$ cat config.mk
export PLATFORM = sky130hd
export DESIGN_NAME = pipe_result_buffer
export DESIGN_NICKNAME = d
export VERILOG_FILES = /design/src/rtl/pipe_result_buffer_mod_counter.sv /design/src/rtl/pipe_result_buffer.sv
export SDC_FILE = /design/constraint.sdc
export NUM_CORES = 1
export LEC_CHECK = 0
export BUFFER_PORTS_ARGS = -buffer_cell sky130_fd_sc_hd__buf_4
export CORE_MARGIN = 1.5
export CORE_UTILIZATION = 46
export DETAILED_ROUTE_END_ITERATION = 12
export GPL_TIMING_DRIVEN = 1
export PLACE_DENSITY = 0.65
export SYNTH_ARGS = -nofsm -noshare
export SYNTH_HDL_FRONTEND = slang
export SYNTH_HIERARCHICAL = 1
export SYNTH_SLANG_ARGS = --single-unit
$ cat constraint.sdc
create_clock -name clock -period 9.05 [get_ports clock]
set_input_delay 0.905 -clock clock [delete_from_list [all_inputs] [get_ports clock]]
set_output_delay 0.905 -clock clock [all_outputs]
set_load 0.02 [all_outputs]
$ cat src/rtl/pipe_result_buffer_mod_counter.sv
// Wrapping up-counter: counts 0..MOD-1 and returns to 0; used as a FIFO pointer.
module mod_counter #(
   parameter int unsigned MOD = 9
) (
   input  logic                                   clk_i,
   input  logic                                   rst_i,
   input  logic                                   inc_i,
   output logic [((MOD > 1) ? $clog2(MOD) : 1)-1:0] value_o
);

   localparam int unsigned VW = (MOD > 1) ? $clog2(MOD) : 1;

   logic [VW-1:0] value_q;
   logic [VW-1:0] value_d;

   always_comb begin
      value_d = value_q;
      if (inc_i) begin
         value_d = (value_q == VW'(MOD - 1)) ? '0 : value_q + VW'(1);
      end
   end

   always_ff @(posedge clk_i) begin
      if (rst_i) begin
         value_q <= '0;
      end else begin
         value_q <= value_d;
      end
   end

   assign value_o = value_q;

endmodule

$ cat src/rtl/pipe_result_buffer.sv
// Result buffer behind a fixed-latency pipe: circular FIFO plus issue-credit counter
// so the issuer never sends more words than the buffer can hold.
module pipe_result_buffer #(
   parameter int unsigned WIDTH = 64,
   parameter int unsigned DEPTH = 9
) (
   input  logic                         clock,
   input  logic                         reset,
   input  logic                         issue,
   input  logic                         in_valid,
   input  logic [WIDTH-1:0]             in_data,
   output logic                         out_valid,
   input  logic                         out_ready,
   output logic [WIDTH-1:0]             out_data,
   output logic                         credit_ok,
   output logic [$clog2(DEPTH+1)-1:0]   credits,
   output logic [$clog2(DEPTH+1)-1:0]   occupancy,
   output logic                         overflow
);

   localparam int unsigned CW = $clog2(DEPTH + 1);
   localparam int unsigned PW = (DEPTH > 1) ? $clog2(DEPTH) : 1;

   logic [WIDTH-1:0] mem_q [DEPTH];
   logic [PW-1:0]    wr_ptr;
   logic [PW-1:0]    rd_ptr;
   logic [CW-1:0]    occupancy_q;
   logic [CW-1:0]    occupancy_d;
   logic [CW-1:0]    credits_q;
   logic [CW-1:0]    credits_d;
   logic             overflow_q;
   logic             overflow_d;
   logic             full;
   logic             pop;
   logic             push;
   logic             credit_inc;
   logic             credit_dec;

   assign full = (occupancy_q == CW'(DEPTH));
   assign pop  = out_valid && out_ready;
   // A pop frees the slot in the same cycle, so a full buffer still accepts a word.
   assign push = in_valid && (!full || pop);

   // Words already in flight across a reset come back uncredited; clamp at DEPTH.
   assign credit_dec = issue && (credits_q != '0);
   assign credit_inc = pop && (credits_q != CW'(DEPTH));

   mod_counter #(.MOD(DEPTH)) u_wr_ptr (
      .clk_i   (clock),
      .rst_i   (reset),
      .inc_i   (push),
      .value_o (wr_ptr)
   );

   mod_counter #(.MOD(DEPTH)) u_rd_ptr (
      .clk_i   (clock),
      .rst_i   (reset),
      .inc_i   (pop),
      .value_o (rd_ptr)
   );

   always_comb begin
      occupancy_d = occupancy_q;
      if (push && !pop) begin
         occupancy_d = occupancy_q + CW'(1);
      end else if (pop && !push) begin
         occupancy_d = occupancy_q - CW'(1);
      end
   end

   always_comb begin
      credits_d = credits_q;
      if (credit_inc && !credit_dec) begin
         credits_d = credits_q + CW'(1);
      end else if (credit_dec && !credit_inc) begin
         credits_d = credits_q - CW'(1);
      end
   end

   always_comb begin
      overflow_d = overflow_q;
      if ((in_valid && !push) || (issue && (credits_q == '0))) begin
         overflow_d = 1'b1;
      end
   end

   always_ff @(posedge clock) begin
      if (reset) begin
         occupancy_q <= '0;
         credits_q   <= CW'(DEPTH);
         overflow_q  <= 1'b0;
      end else begin
         occupancy_q <= occupancy_d;
         credits_q   <= credits_d;
         overflow_q  <= overflow_d;
      end
   end

   always_ff @(posedge clock) begin
      if (push) begin
         mem_q[wr_ptr] <= in_data;
      end
   end

   assign out_valid = (occupancy_q != '0);
   assign out_data  = mem_q[rd_ptr];
   assign credit_ok = (credits_q != '0);
   assign credits   = credits_q;
   assign occupancy = occupancy_q;
   assign overflow  = overflow_q;

endmodule

-- Word level (Yosys, flattened, before mapping)
Memory sizes are Yosys's and may differ from the RTL's. A register that Yosys moved wholly into a read port is not among the register bits.
Index checks and enable logic that the tools add are counted.
- bits in registers: 17
- bits in latches: 0
- bits in writable memories: 576
- ROM bits: 0
- bits of input ports: 69
- output and inout bits: 75
- memories: 1
- $add $sub $neg: 6
- $mul: 0
- div/mod/pow operators: 0
- order comparisons: 0
- eq/ne operators: 4
- shifts and indexed selects: 0
- muxes and demuxes: 10
- bitwise gates (word level): 0
- reductions and logical operators: 22
- memories (memory ; words ; bits a word ; rd ports ; clocked after Yosys merged registers in ; write ports ; line ; RTL):
    mem_q ; 9 ; 64 ; 1 ; 1 ; 1 ; pipe_result_buffer.sv:24 ; logic [WIDTH-1:0] mem_q [DEPTH];
- operator list (kind ; number):
    two-way mux 4 bit ; 8
    adder 4 x 1 -> 4 bit (second input constant) ; 4
    equality test 4 bit (second input constant) ; 3
    logical AND 1 bit ; 10
    nonzero test 4 bit ; 2
    subtractor 4 x 1 -> 4 bit (second input constant) ; 2
    logical NOT 1 bit ; 5
    logical NOT 4 bit ; 1
    != test 4 bit (second input constant) ; 1
    nonzero test 2 bit ; 2
    logical OR 1 bit ; 2
    two-way mux 1 bit ; 2

-- Depth between registers and ports, before layout
- depth in word-level cells: 8
- mapped depth: 10
- gate-level depth less buffers: 10

-- Cells and area by module
The synthesis kept the hierarchy.
- modules (own cells, without submodules) (module ; instances ; cells an instance ; area an instance (um^2) ; seq. area each (um^2)):
    pipe_result_buffer ; 1 ; 1244 ; 22785.6 ; 17476.8
    mod_counter ; 2 ; 24 ; 212.7 ; 80.1

-- Worst setup path after synthesis
No wires, ideal clock.
- path type: input-to-reg
- start point: input port in_valid
- end point: memory mem_q[3][0], enable pin
- arrival time: 7.429 ns
- setup slack: 0.977 ns
- stages: 3
- cell sequence: o41a_1 nand2_1 nor4_1
- longest elaborated chain between the ends: 3
- RTL lines (item ; line ; RTL):
    start, declared ; pipe_result_buffer.sv:10 ; input logic in_valid,
    logical AND 1 bit ; pipe_result_buffer.sv:42 ; assign push = in_valid && (!full || pop);
    two-way mux 1 bit ; pipe_result_buffer.sv:100 ; if (push) begin
    two-way mux 1 bit (implied by the code) ; pipe_result_buffer.sv:101 ; mem_q[wr_ptr] <= in_data;
    end, declared ; pipe_result_buffer.sv:24 ;
No other way between the ends.

==> impl_metrics.toml <==
[critical_path]
cp_top_family = "buffers and inverters"
critical_path.max_fanout = 51
path_class = "reg2out"
cpPeakStageDelay_ns = 0.73
crit_arrival_ns = 4.00
required_ns = 8.15
regToRegEndpoint = "mem_q[6][60]$_DFFE_PP_"
startpoint_type = "register"
cp_slowest_cell = "dfxtp_4"
crit_chain = "buf_4, buf_4, mux2_2, o22ai_1, a221o_1, o21ai_1, buf_4"
crit_top_cell = "buf_4"
path_buf_inv = 3
reg2reg_slack_ns = 6.09
timing.rr.start = "occupancy[1]$_SDFFE_PP0P_"
worstRegToRegCells = 5
endpoint_kind = "output pin"

[layout]
syn_to_final_growth_pct = 14.9
final_cell_mix = "edfxtp_1, buf_4, mux2i_1"
n_fill_cell = 3979
mostFrequentLayoutCell = "edfxtp_1"
final_cell_area_um2 = 26700
nNetsFinal = 1532
drive_gt1_share_pct = 23.5
antennaDiodeCount = 0

[synth]
postSynthAreaPerCell_um2 = 18.0
async_flop_share_pct = 0
synthesis.nets = 1373
synth_cell_types = 43
yosysSeqAreaShare_pct = 76.0
synth_warnings = 6
synth_flop_cell = "edfxtp_1"
synth_edf_count = 576
syn_area_um2 = 23200
synth_cells = 1292
ys_ff_latch = 593

[power]
p_leak_nw = 8.70
ir_worst_vdd_uv = 169
p_per_area_nw_per_um2 = 253

[place]
dpl.hpwl_um = 25000
io_buffers = 143
gp_congestion = 0.702
dpl_cell_area_um2 = 24900

[clock_network]
postCtsSetupBuffers = 0
clockRootBuffer = "clkbuf_16"
clock_latency_ns = 0.60
cts_htree_levels = 2
ctsResizeCount = 0
numCtsBuffers = 59
cts.clk_slew.worst_paths_ns = 0.06
cts.sinks = 593
cts-hold-fix-buffers = 0
tritoncts = "yes"
ctsLongestPathBuffers = 3

[floorplanning]
die_y_um = 228
ios = 144
die-area_um2 = 51800
core_um2 = 50000
initial_utilization_pct = 46.5
num_rows = 82
die_w_um = 228

[grt]
gr-total-overflow = 0
grt_pass1_vias = 12000
antenna_found_initial = 0
grt_pass1_wl_um = 71800
grt_max_degree = 91
track_usage_pct = 18.7

[sta]
rsz0062_at_grt = "no"
fin_skew_ns = 0.0167
drv_slew = 0
period_minus_slack_ns = 4.90
whs_ns = 0.512
fin_crit_sh_pct = 54.2
max_freq_mhz = 204
setup_viol = 0
finalHoldViolCount = 0
fin_tns_setup_ns = 0
slew_headroom_pct = 29.3
tightest_slew_ns = 1.06

[detailed_routing]
num_vias = 11900
drc = 0
vias_per_cell = 5.48
drt_iter0_markers = 919
wl_per_cell_um = 22.2
ant_nets = 0
wl_um = 48000
dr.pass1.iters = 4

[hold_path]
worstHoldEndpoint = "overflow$_SDFFE_PP0P_"
holdPathStages = 2
hp-class = "reg2reg"
timing.hold.worst.start = "overflow$_SDFFE_PP0P_"

[status]
status = "completed"

[run]
drv_cap = 0
==> where the power goes <==
group	switching (W)	internal (W)
logic	0.000768	0.000605
clock network	0.000972	0.00124
registers	0.0000702	0.00310
==> synth_stat cells (3+ instances only) <==
cell type | n | area share [%]
o221ai_1 | 47 | 1.8
o22ai_1 | 17 | 0.46
a21oi_1 | 8 | 0.17
o21ai_1 | 66 | 1.4
buf_6 | 10 | 0.49
a22oi_1 | 42 | 1.4
a31oi_1 | 3 | 0.081
a211oi_1 | 3 | 0.097
ha_1 | 10 | 0.54
nor3_1 | 4 | 0.086
nand2b_1 | 5 | 0.13
mux2i_1 | 133 | 5.7
inv_1 | 9 | 0.15
nor2b_1 | 3 | 0.081
nor2_1 | 20 | 0.32
mux2_2 | 83 | 4.0
buf_2 | 11 | 0.24
buf_12 | 5 | 0.43
mux2_1 | 46 | 2.2
a221o_1 | 17 | 0.73
clkbuf_1 | 31 | 0.50
dfxtp_1 | 17 | 1.5
buf_1 | 7 | 0.11
nand2_1 | 76 | 1.2
buf_4 | 8 | 0.26
edfxtp_1 | 576 | 75
nor4_1 | 3 | 0.081
a22oi_2 | 5 | 0.27
==> routing by layer <==
| metal | vias up | share of wire [%] | GRT usage (%) |
|---|---|---|---|
| met4 | 0 | 2.0 | 5.23 |
| li1 | 5485 | - | - |
| met2 | 236 | 49 | 31.1 |
| met5 | - | 0 | 0 |
| met3 | 67 | 4.3 | 3.00 |
| met1 | 6097 | 45 | 25.6 |
==> kinds of logic after synthesis <==
group | Yosys count | share of synthesized area (%)
AOI/OAI and AO/OA | 217 | 6.66
xor gates and xnor gates | 4 | 0.151
adders and majority gates | 12 | 0.712
buffers and inverters | 81 | 2.17
DFF | 593 | 76.0
muxes | 262 | 12.0
and+or+nand+nor | 123 | 2.32
==> sequential cells by signal (all words and copies together) (netlist names) <==
name              count
u_wr_ptr/value_o      4
overflow              1
u_rd_ptr/value_o      4
occupancy             4
mem_q               576
credits               4
==> per-stage QoR <==
| step | instances | power (W) | setup slack, ns | utilization, % |
|---|---|---|---|---|
| finish | 2167 | 0.00676 | 4.15 | 53.4 |
| detailed placement | 2062 | 0.00462 | 4.79 | 49.9 |
| global route | 2167 | 0.00705 | 3.94 | 53.4 |
| floorplan | 1292 | 0.00421 | 0.977 | - |
| global placement | 2062 | 0.00460 | 4.81 | 49.9 |
| CTS | 2167 | 0.00684 | 4.11 | 53.4 |
==> worst reg2reg max path: cells and delay by family, from the launching register on <==
| family | cells | cell delay, ns |
|---|---|---|
| AOI/OAI and AO/OA | 1 | 0.47 |
| buffers and inverters | 2 | 1.17 |
| DFF | 1 | 0.48 |
| and+or+nand+nor | 2 | 0.43 |
==> worst max-delay path by stage <==
| stage | startpoint | endpoint | slack [ns] | cells after the start |
|---|---|---|---|---|
| 3_5_place_dp | u_rd_ptr/value_o[0]$_SDFFE_PP0P_ | out_data[18] | 4.79 | 7 |
| 6_report | u_rd_ptr/value_o[0]$_SDFFE_PP0P_ | out_data[18] | 4.15 | 7 |
| 5_1_grt | u_rd_ptr/value_o[0]$_SDFFE_PP0P_ | out_data[18] | 3.94 | 7 |
| 2_1_floorplan | in_valid | mem_q[3][0]$_DFFE_PP_ | 0.98 | 3 |
| 4_1_cts | u_rd_ptr/value_o[0]$_SDFFE_PP0P_ | out_data[18] | 4.11 | 7 |
| 3_3_place_gp | u_rd_ptr/value_o[0]$_SDFFE_PP0P_ | out_data[18] | 4.81 | 7 |
==> area by class of cell <==
type,instances,area [µm²],area share (%)
timing repair buffer,170,1280,4.78
clock buffer,75,1570,5.87
inverter,9,33.8,0.127
sequential,593,17600,66.1
tap,672,841,3.15
clock inverter,30,174,0.652
multi-input combinational,618,5140,19.3
Power figures use the tool's default switching activity.
